**src/rtl/bp_be_issue_fifo.sv**
```systemverilog
// Issue buffer between the frontend queue and the backend scheduler.
// Keeps write, speculative-read and commit pointers so issued entries can be replayed or flushed.
module bp_be_issue_fifo #(
  parameter int unsigned els_p        = 8,
  parameter int unsigned data_width_p = 128
) (
  input  logic                        clk_i,
  input  logic                        reset_i,
  input  logic [data_width_p-1:0]     fe_queue_i,
  input  logic                        fe_queue_v_i,
  output logic                        fe_queue_ready_and_o,
  output logic [data_width_p-1:0]     deq_data_o,
  output logic                        deq_v_o,
  input  logic                        deq_yumi_i,
  input  logic                        commit_i,
  input  logic                        roll_i,
  input  logic                        clr_i,
  output logic                        empty_o,
  output logic [$clog2(els_p):0]      spec_cnt_o
);

  localparam int unsigned idx_w_lp = $clog2(els_p);
  localparam int unsigned ptr_w_lp = idx_w_lp + 1;

  logic [ptr_w_lp-1:0] wptr_r, rptr_spec_r, rptr_cmt_r;
  logic [ptr_w_lp-1:0] wptr_n, rptr_spec_n, rptr_cmt_n;
  logic [data_width_p-1:0] mem_r [els_p];

  logic full, enq, deq, commit_ok;

  // Full when the index bits match but the wrap bits differ
  assign full = (wptr_r[idx_w_lp-1:0] == rptr_cmt_r[idx_w_lp-1:0])
              & (wptr_r[idx_w_lp] != rptr_cmt_r[idx_w_lp]);

  assign fe_queue_ready_and_o = ~full & ~clr_i & ~reset_i;
  assign deq_v_o    = (rptr_spec_r != wptr_r) & ~roll_i & ~clr_i;
  assign deq_data_o = mem_r[rptr_spec_r[idx_w_lp-1:0]];
  assign empty_o    = (wptr_r == rptr_cmt_r);
  assign spec_cnt_o = wptr_r - rptr_spec_r;

  assign enq       = fe_queue_v_i & fe_queue_ready_and_o;
  assign deq       = deq_yumi_i & deq_v_o;
  assign commit_ok = commit_i & (rptr_cmt_r != rptr_spec_r);

  // Clear beats roll; roll restores to the post-commit checkpoint
  always_comb begin
    wptr_n      = wptr_r;
    rptr_spec_n = rptr_spec_r;
    rptr_cmt_n  = rptr_cmt_r;
    if (clr_i) begin
      rptr_spec_n = wptr_r;
      rptr_cmt_n  = wptr_r;
    end else begin
      if (enq)       wptr_n     = wptr_r + ptr_w_lp'(1);
      if (commit_ok) rptr_cmt_n = rptr_cmt_r + ptr_w_lp'(1);
      if (roll_i)    rptr_spec_n = rptr_cmt_n;
      else if (deq)  rptr_spec_n = rptr_spec_r + ptr_w_lp'(1);
    end
  end

  always_ff @(posedge clk_i or posedge reset_i) begin
    if (reset_i) begin
      wptr_r      <= '0;
      rptr_spec_r <= '0;
      rptr_cmt_r  <= '0;
    end else begin
      wptr_r      <= wptr_n;
      rptr_spec_r <= rptr_spec_n;
      rptr_cmt_r  <= rptr_cmt_n;
    end
  end

  // Storage is not reset; contents are only observable behind valid pointers
  always_ff @(posedge clk_i) begin
    if (enq) mem_r[wptr_r[idx_w_lp-1:0]] <= fe_queue_i;
  end

endmodule

```
**config.mk**
```make
export PLATFORM = sky130hd
export DESIGN_NAME = bp_be_issue_fifo
export DESIGN_NICKNAME = d
export VERILOG_FILES = /design/src/rtl/bp_be_issue_fifo.sv
export SDC_FILE = /design/constraint.sdc
export NUM_CORES = 1
export LEC_CHECK = 0
export BUFFER_PORTS_ARGS = -buffer_cell sky130_fd_sc_hd__buf_2
export CAP_MARGIN = 20
export CORE_MARGIN = 2
export CORE_UTILIZATION = 49
export DETAILED_ROUTE_END_ITERATION = 12
export PLACE_DENSITY = 0.69
export SYNTH_ARGS = -nofsm -noshare
export SYNTH_HDL_FRONTEND = slang
export SYNTH_SLANG_ARGS = --single-unit
export TNS_END_PERCENT = 5
```
**constraint.sdc**
```tcl
create_clock -name clk_i -period 11.1 [get_ports clk_i]
set_clock_uncertainty 0.2 [all_clocks]
set_input_delay 2.22 -clock clk_i [delete_from_list [all_inputs] [get_ports clk_i]]
set_output_delay 2.22 -clock clk_i [all_outputs]
set_load 0.05 [all_outputs]
```
==> key figures, run 1 <==
Cells and area
  • Layout cells sized above 1: 31.68%
  • Final Net Count: 2,322
  • Final Non-Filler Cells: 3,329
  • Area grow syn2layout: 14.77%
  • Most common cell after layout, fill and taps aside: edfxtp_1
  • Most frequent cells in the layout: 1,024 x edfxtp_1, 395 x nand2_1, 269 x buf_2
  • Cell area after layout: 0.04528 mm2

Placement
  • GPL Wtd Cong: 0.7601
  • Dpl cells: 3,136
  • IO buf count: 269
  • DP Worst Slack: 5.080 ns
  • DP Area: 0.04204 mm2
  • Detailed placement HPWL: 42.77 mm

Power and ir drop
  • Power per Cell Area: 271.6 mW/mm2
  • Sw power: 4.584 mW
  • Clock power share: 26.8%
  • Peak VDD IR: 0.0002176 V
  • Static Leak: 15.23 nW
  • Seq pwr share: 37.6%
  • Logic pwr share: 35.6%
  • Internal power: 7.715 mW
  • Sw Share: 37.27%

Worst setup path
  • R2R depth: 7
  • Reg2Reg Setup Slack: 7.15 ns
  • CP required: 8.68 ns
  • Worst path arrival time: 4.10 ns
  • Crit path launch type: register
  • Crit path kind: register to output pin
  • Crit end category: output pin
  • Worst Path Max Fanout: 107

Worst hold path
  • HP Class: register to register
  • Hold path cells: 1

CTS
  • Root Buffer: clkbuf_16
  • Setup bufs post-CTS: 0
  • Bufs on Longest Clock Path: 3
  • Cts hold-fix bufs: 0
  • Clock buffer count from CTS: 102
  • CTS tree: done
  • H-tree depth: 3
  • Worst-path clk slew: 0.07 ns
  • Number of sinks on the clock net: 1,036
  • Resize count post-CTS: 0
  • Skew-Pair Late Insertion Delay: 0.65 ns

Synth
  • Yosys reg bits: 1,036
  • Sequential cell area fraction in the yosys report: 78.70%
  • Synth cell types: 44
  • Gate Count Post-Synth: 1,878
  • Top FF cell, synth: edfxtp_1
  • Synth top area cells: edfxtp_1 78%, mux4_2 15%, nand2_1 3.8%
  • Post-synth top area share: 77.94%
  • Syn avg cell area: 21.01 um2
  • Syn Std Cell Area: 0.03945 mm2
  • Synth Net Count: 2,020
  • Ys async rst share: 1.158%
  • Dominant cell type by area after synthesis: edfxtp_1
  • Number of enable flip-flop cells after synthesis: 1,024
  • Syn. warnings: 0

GRT
  • Total grt overflow: 0
  • Global-route wire length before repair: 123.7 mm
  • Grt met3 use: 4.414%
  • Met1 usage: 26.67%
  • Largest net degree at the start of global routing: 162
  • Vias in the first global route: 19,950
  • Global routing met2 resource utilization: 33.78%
  • GRT Resource Usage Total: 20.12%
  • Most used routing layer: met2
  • Antenna violations before repair: 18

Drt
  • 1st-iter DRT viols: 1,466
  • DRC violations left: 0
  • DR vias: 18,830
  • Via density: 5.656
  • DRT antenna net count: 0
  • Post-Route WL: 82.09 mm
  • Routed len/inst: 24.66 um
  • First-pass DRT Iterations: 5

Run status
  • Outcome: completed

Floorplan
  • Die W: 287.8 um
  • Io pins: 270
  • Row cnt: 104
  • Die height: 287.8 um
  • Die ar.: 0.08280 mm2
  • Starting density of the core: 49.22%
  • Core ar.: 0.08016 mm2

Timing
  • Slew headroom: 26.39%
  • Final hold vios: 0
  • RSZ-0062 raised after global routing: no
  • Fmax: 0.1533 GHz
  • Final setup TNS: 0 ns
  • Final period utilization: 58.76%
  • Final Critical Period: 6.523 ns
  • Slew @ Worst Pin: 1.104 ns
  • Final setup fails: 0
  • Min setup slack post-route: 4.577 ns
  • Final Max Tran Viols: 0

Flow run
  • Number of max-cap violations: 0
==> worst max-delay path, cell delays in order, from the launching register on <==
cell	delay, ns
dfrtp_4	0.80
buf_4	0.68
buf_12	0.70
mux4_2	0.59
nand2_1	0.08
nand2_1	0.15
buf_2	0.25
==> sequential cells by signal, indices dropped and copies added (netlist names) <==
signal       cells
rptr_spec_r      4
rptr_cmt_r       4
wptr_r           4
mem_r         1024
==> final cells by class <==
type	instances	area, um2
tap	1060	1326
antenna	6	15.01
multi-input combinational	736	7996
clock buffer	119	2659
timing repair buffer	293	1614
fill	6010	34880
clock inverter	68	563.0
sequential	1036	31060
inverter	11	43.79
==> Yosys cell counts (6+ instances only) <==
cell type and instances:
edfxtp_1 1024, nand2_1 395, mux4_2 256, clkbuf_1 38, buf_2 35, buf_1 20
dfrtp_1 12, inv_1 11, nor2_1 9, ha_1 6, nand3_1 6, nor3_1 6
o211ai_1 6, xnor2_1 6, xor2_1 6
==> final timing paths <==
kind / from / to
min reg2reg: wptr_r[2]$_DFFE_PP0P_ / wptr_r[2]$_DFFE_PP0P_
min in group asynchronous: reset_i / rptr_cmt_r[3]$_DFF_PP0_
max reg2reg: rptr_spec_r[2]$_DFFE_PP0P_ / rptr_spec_r[3]$_DFFE_PP0P_
min: wptr_r[2]$_DFFE_PP0P_ / wptr_r[2]$_DFFE_PP0P_
max: rptr_spec_r[0]$_DFFE_PP0P_ / deq_data_o[127]
max in group asynchronous: reset_i / rptr_spec_r[0]$_DFFE_PP0P_
==> routing by layer <==
metal  routed length (um)  share of wire (%)
met1                33220                 40
met2                41730                 51
met3                 5125                6.2
met4                 1863                2.3
met5                  155               0.19
==> metrics by stage <==
step / util, % / power [mW] / hold slack, ns
floorplan: - / 8.037 / 0.3613
global placement: 52.45 / 9.134 / 0.4365
detailed placement: 52.45 / 9.167 / 0.4758
CTS: 56.47 / 12.47 / 0.4811
global route: 56.47 / 12.84 / 0.5178
finish: 56.49 / 12.30 / 0.4841
==> power groups by stage <==
stage	combinational, mW	clock (mW)	sequential, mW
2_1_floorplan	3.40	0	4.63
3_3_place_gp	4.43	0	4.70
3_5_place_dp	4.45	0	4.71
4_1_cts	4.47	3.37	4.63
5_1_grt	4.67	3.51	4.65
6_report	4.38	3.30	4.62
==> kinds of logic (layout without fill, tap and decap cells) <==
| family | Yosys count | in the layout | share of synthesized area (%) |
|---|---|---|---|
| other | 0 | 6 | 0 |
| XOR/XNOR | 14 | 14 | 0.3489 |
| adder cells (fa/ha/maj) | 7 | 7 | 0.2410 |
| buffers and inverters | 106 | 491 | 1.148 |
| AO/OA/AOI/OAI | 23 | 23 | 0.5645 |
| AND/OR/NAND/NOR | 433 | 433 | 4.304 |
| flip-flops | 1036 | 1036 | 78.70 |
| multiplexers | 259 | 259 | 14.69 |
(Power assumes the default switching activity.)
==> inputs of run 2 (changes only) <==
clock period = 5.3 ns   (was 11.1 ns; I/O delays follow)
==> key figures, run 2 (synthesis results as in run 1) <==
Run status
  • Outcome: completed

Worst setup path
  • Worst path arrival time: 3.14 ns (-0.96 ns)
  • Crit end category: output pin
  • Crit path launch type: register
  • Worst Path Max Fanout: 44 (-59%)
  • CP required: 4.04 ns (-4.64 ns)
  • R2R depth: 5 (-2)
  • Crit path kind: register to output pin

Timing
  • Slew @ Worst Pin: 1.087 ns (-0.01762 ns)
  • Slew headroom: 27.56% (+1.2 points)
  • Fmax: 0.2271 GHz
  • Final hold vios: 0 (unchanged)
  • Final Max Tran Viols: 0 (unchanged)
  • Final setup fails: 0 (unchanged)
  • Final period utilization: 83.07%
  • RSZ-0062 raised after global routing: no
  • Worst hold slack: 0.2787 ns (-0.2054 ns)
  • Final Critical Period: 4.403 ns

CTS
  • Cts hold-fix bufs: 0 (unchanged)
  • Worst-path clk slew: 0.06 ns (about the same)
  • Skew-Pair Late Insertion Delay: 0.64 ns (about the same)
  • Clock buffer count from CTS: 105 (+2.9%)
  • Resize count post-CTS: 0 (unchanged)
  • Number of sinks on the clock net: 1,036 (unchanged)
  • Setup bufs post-CTS: 0 (unchanged)
  • Root Buffer: clkbuf_16
  • Bufs on Longest Clock Path: 3 (unchanged)
  • H-tree depth: 3 (unchanged)
  • CTS tree: done

GRT
  • Total grt overflow: 0 (unchanged)
  • Antenna violations before repair: 18 (unchanged)
  • Largest net degree at the start of global routing: 132 (-19%)
  • GRT Resource Usage Total: 20.07% (-0.055 points)
  • Global-route wire length before repair: 123.5 mm (-0.14%)
  • Vias in the first global route: 19,860 (-0.42%)

Floorplan
  • Starting density of the core: 49.22% (unchanged)
  • Io pins: 270 (unchanged)
  • Row cnt: 104 (unchanged)
  • Die height: 287.8 um (unchanged)
  • Die ar.: 0.08280 mm2 (unchanged)
  • Die W: 287.8 um (unchanged)
  • Core ar.: 0.08016 mm2 (unchanged)

Placement
  • IO buf count: 269 (unchanged)
  • GPL Wtd Cong: 0.8123 (+6.9%)
  • Detailed placement HPWL: 44.13 mm (+3.2%)

Cells and area
  • Final Net Count: 2,342 (+0.86%)
  • Fin util: 56.93% (+0.45 points)
  • Most frequent cells in the layout: 1,024 x edfxtp_1, 395 x nand2_1, 269 x buf_2
  • Most common cell after layout, fill and taps aside: edfxtp_1
  • Largest register FFs: 1,024 (unchanged)
  • Area grow syn2layout: 15.68%
  • Layout cells sized above 1: 31.86% (+0.17 points)

Power and ir drop
  • Power per Cell Area: 567.1 mW/mm2 (+110%)
  • Static Leak: 15.37 nW (+0.92%)
  • Peak VDD IR: 0.0004341 V (+99%)

Drt
  • Routed len/inst: 24.63 um (-0.12%)
  • First-pass DRT Iterations: 7 (+2)
  • Via density: 5.619 (-0.64%)
  • DRT antenna net count: 0 (unchanged)
  • DRC violations left: 0 (unchanged)
  • 1st-iter DRT viols: 1,361 (-7.2%)
  • Post-Route WL: 82.49 mm (+0.48%)
  • DR vias: 18,820 (-0.048%)

Flow run
  • Number of max-cap violations: 0 (unchanged)

Worst hold path
  • HP Class: primary input to async pin
==> run 2: metal layers <==
layer / GRT usage [%] / wire length [um] / vias to the layer above / share of wire, %
met5: 0 / 123 / - / 0.15
met3: 4.429 / 4883 / 148 / 5.9
li1: - / - / 8205 / -
met1: 26.05 / 32980 / 9928 / 40
met4: 5.479 / 1789 / 20 / 2.2
met2: 34.41 / 42710 / 518 / 52
==> run 2: final cells by class <==
class,instances,area (um2)
tap,1060,1326
inverter,11,43.79
fill,5951,34520
multi-input combinational,736,8025
sequential,1036,31060
clock inverter,46,369.1
timing repair buffer,310,1954
clock buffer,140,2831
antenna,10,25.02
==> run 2: per-stage QoR <==
step           setup slack, ns  power, mW  instance area [um2]  std cells  setup TNS (ns)
2_1_floorplan          -0.7127      16.81                39520       1878         -527.88
3_3_place_gp             1.457      19.27                42410       3153               0
3_5_place_dp             1.427      19.36                42410       3153               0
4_1_cts                 0.7625      26.21                45610       3339               0
5_1_grt                 0.6298      26.95                45620       3344               0
6_report                0.8974      25.88                45640       3349               0
==> run 2: critical path, cell delays in order (launching register included) <==
cell,delay [ns]
dfrtp_4,1.04
buf_12,0.28
buf_4,0.25
mux4_2,0.53
nand2_1,0.09
nand2_1,0.06
buf_2,0.21
==> run 2: final timing paths <==
check	end	slack, ns	from
setup / recovery	deq_data_o[14]	0.90	rptr_spec_r[0]$_DFFE_PP0P_
hold / removal	wptr_r[3]$_DFFE_PP0P_	0.28	reset_i
setup reg to reg	mem_r[4][69]$_DFFE_PP_	2.27	wptr_r[1]$_DFFE_PP0P_
hold reg to reg	wptr_r[3]$_DFFE_PP0P_	0.41	wptr_r[3]$_DFFE_PP0P_
max in group asynchronous	rptr_spec_r[0]$_DFFE_PP0P_	4.22	reset_i
min in group clk_i	wptr_r[3]$_DFFE_PP0P_	0.41	wptr_r[3]$_DFFE_PP0P_
==> run 2: where the power goes <==
| part | internal (mW) | switching [mW] |
|---|---|---|
| sequential | 9.39 | 0.366 |
| combinational | 2.97 | 6.31 |
| clock | 3.93 | 2.92 |
==> inputs of run 3 (changes only) <==
ABC_AREA = 1   (was unset)
clock period = 3.6 ns   (was 5.3 ns; I/O delays follow)
==> key figures, run 3 <==
Run status
  • Outcome: completed

CTS
  • CTS tree: done
  • Root Buffer: clkbuf_16
  • Worst-path clk slew: 0.07 ns (about the same)
  • H-tree depth: 3 (unchanged)
  • Bufs on Longest Clock Path: 3 (unchanged)
  • Skew-Pair Late Insertion Delay: 0.64 ns (about the same)
  • Clock buffer count from CTS: 102 (-2.9%)
  • Number of sinks on the clock net: 1,036 (unchanged)

Synth
  • Sequential cell area fraction in the yosys report: 77.19% (-1.5 points)
  • Count leader, synth: edfxtp_1
  • Dominant cell type by area after synthesis: edfxtp_1
  • Number of enable flip-flop cells after synthesis: 1,024 (unchanged)
  • Yosys reg bits: 1,036 (unchanged)
  • Synth Net Count: 3,183 (+58%)
  • Synth top cells by count: 1,024 x edfxtp_1, 915 x nor2_1, 507 x o21ai_0
  • Gate Count Post-Synth: 3,041 (+62%)
  • Ys async rst share: 1.158% (unchanged)
  • Synth cell types: 32 (-27%)
  • Top FF cell, synth: edfxtp_1
  • Syn avg cell area: 13.23 um2 (-37%)
  • Post-synth top area share: 76.44% (-1.5 points)
  • Synth top area cells: edfxtp_1 76%, nor2_1 8.5%, o21ai_0 6.3%
  • Syn Std Cell Area: 0.04023 mm2 (+2.0%)
  • Syn. warnings: 0 (unchanged)

Drt
  • Via density: 5.656 (+0.66%)
  • DR vias: 25,420 (+35%)
  • Routed len/inst: 21.68 um (-12%)
  • First-pass DRT Iterations: 5 (-2)
  • DRT antenna net count: 0 (unchanged)
  • Post-Route WL: 97.44 mm (+18%)
  • 1st-iter DRT viols: 2,504 (+84%)
  • DRC violations left: 0 (unchanged)

GRT
  • Global-route wire length before repair: 145.6 mm (+18%)
  • Antenna violations before repair: 15 (-3)
  • Vias in the first global route: 24,430 (+23%)
  • Largest net degree at the start of global routing: 80 (-39%)
  • GRT Resource Usage Total: 22.34% (+2.3 points)
  • Total grt overflow: 0 (unchanged)

Placement
  • Detailed placement HPWL: 50.52 mm (+14%)
  • IO buf count: 269 (unchanged)
  • DP Area: 0.04333 mm2 (+2.2%)
  • DP Worst Slack: 0.3716 ns (-1.055 ns)
  • GPL Wtd Cong: 0.7832 (-3.6%)

Worst setup path
  • Crit-path slowest cell: dfrtp_4
  • Worst path arrival time: 2.63 ns (-0.51 ns)
  • Crit path launch type: register
  • Slowest stage delay, CP: 0.53 ns (-0.51 ns)
  • Worst Path Max Fanout: 41 (-6.8%)
  • Cells along the critical path: buf_12 > bufbuf_16 > nor2_1 > o21ai_0 > a31oi_1 > buf_4
  • CP required: 2.68 ns (-1.36 ns)
  • Crit end category: output pin
  • Crit path kind: register to output pin

Timing
  • Final Critical Period: 3.550 ns
  • RSZ-0062 raised after global routing: yes
  • Fmax: 0.2817 GHz
  • Final Max Tran Viols: 0 (unchanged)
  • Min setup slack post-route: 0.05043 ns (-0.8469 ns)
  • Slew headroom: 55.51% (+28 points)
  • Final hold vios: 0 (unchanged)
  • Final setup fails: 0 (unchanged)
  • Final period utilization: 98.60%
  • Slew @ Worst Pin: 0.6658 ns (-0.4208 ns)

Floorplan
  • Row cnt: 105 (+0.96%)
  • Die height: 290.5 um (+0.96%)
  • Die ar.: 0.08440 mm2 (+1.9%)
  • Core ar.: 0.08172 mm2 (+1.9%)
  • Starting density of the core: 49.23% (about the same)
  • Io pins: 270 (unchanged)
  • Die W: 290.5 um (+0.96%)

Power and ir drop
  • Peak VDD IR: 0.0008299 V (+91%)
  • Power per Cell Area: 904.2 mW/mm2 (+59%)
  • Static Leak: 16.06 nW (+4.5%)

Cells and area
  • Area grow syn2layout: 18.73%
  • Fin util: 58.45% (+1.5 points)
  • Final Net Count: 3,474 (+48%)
  • Layout cells sized above 1: 16.66% (-15 points)
  • Cell area after layout: 0.04776 mm2 (+4.7%)
  • Largest register FFs: 1,024 (unchanged)
  • Most frequent cells in the layout: 1,024 x edfxtp_1, 910 x nor2_1, 495 x o21ai_0
  • Multi-input gate area: 0.008406 mm2 (+4.7%)
  • Most common cell after layout, fill and taps aside: edfxtp_1
  • Register area: 0.03106 mm2 (about the same)
  • Fillers: 6,352 (+6.7%)

Worst hold path
  • HP Class: primary input to register

Flow run
  • Number of max-cap violations: 0 (unchanged)
-- run 3: cell count changes in the layout (fill, tap and decap cells not counted), moves of 87 or more --
cell     change
nor2_1     +905
o21ai_0    +493
nand2_1    -353
mux4_2     -256
o22ai_1    +128
a31oi_1    +102
buf_2       -92
buf_4       +87
-- run 3: final timing paths --
check                      slack, ns  depth (start not counted)                         end                       start
max                             0.05                          6              deq_data_o[57]  rptr_spec_r[1]$_DFFE_PP0P_
min                             0.12                          1      mem_r[2][75]$_DFFE_PP_              fe_queue_i[75]
max reg2reg                     0.42                         10      mem_r[0][12]$_DFFE_PP_       wptr_r[1]$_DFFE_PP0P_
min reg2reg                     0.42                          2  rptr_spec_r[3]$_DFFE_PP0P_  rptr_spec_r[3]$_DFFE_PP0P_
max in group asynchronous       2.54                          4  rptr_spec_r[1]$_DFFE_PP0P_                     reset_i
min in group asynchronous       0.46                          4     rptr_cmt_r[2]$_DFF_PP0_                     reset_i
-- run 3: kinds of logic after synthesis --
kind of cell             synth area share, %
buffers and inverters                  2.488
XOR/XNOR                              0.1929
AND/OR/NAND/NOR                        9.325
adder cells (fa/ha/maj)               0.2364
flip-flops                             77.19
AO/OA/AOI/OAI                          10.57
-- run 3: cell type report --
type / count / share of cell area [%]
diodes: 9 / 0.04715
clock buffers: 135 / 5.648
clock inverters: 52 / 1.195
inverters: 25 / 0.3091
multi-input cells: 1782 / 17.60
flip-flops and latches: 1036 / 65.03
well taps: 1070 / 2.803
repair buffers: 383 / 7.335
repair inverters: 2 / 0.03668
-- run 3: repair_timing --
| item | 4_1_cts | 5_1_grt |
|---|---|---|
| pin swaps | 2 | 15 |
| setup endpoints to repair | 128 | 116 |
| resized for setup | 118 | 84 |
| setup buffers | 6 | 8 |
| hold buffers | 1 | 0 |
| gates cloned | 7 | 6 |
| endpoints found under the hold margin | 12 | 0 |
-- run 3: stage by stage --
step / instances / total power, mW / hold slack (ns) / setup TNS, ns
floorplan: 3041 / 26.31 / 0.3302 / -732.99
global placement: 4270 / 30.78 / 0.4030 / 0
detailed placement: 4270 / 30.94 / 0.4040 / 0
CTS: 4471 / 42.64 / 0.08792 / -0.8500
global route: 4492 / 45.16 / 0.1054 / -1.204
finish: 4494 / 43.19 / 0.1235 / 0
-- run 3: layer usage --
metal	GRT usage, %	vias up	wire [um]
met1	30.47	12670	40530
met5	0	-	76
met3	3.434	163	5821
met4	7.355	12	2155
li1	-	11760	-
met2	37.08	822	48860
-- run 3: worst max-delay path: cells and delay by family (launching register included) --
kind	cells	cell delay [ns]
AOI/OAI and AO/OA	2	0.50
buffers and inverters	3	0.80
DFF	1	0.53
and+or+nand+nor	1	0.14
-- run 3: power breakdown --
| group | total [mW] | leakage, nW | internal [mW] | switching [mW] |
|---|---|---|---|---|
| clock | 10.4 | 1.59 | 6.06 | 4.34 |
| combinational | 18.8 | 5.10 | 5.63 | 13.1 |
| sequential | 14.0 | 9.37 | 13.8 | 0.244 |
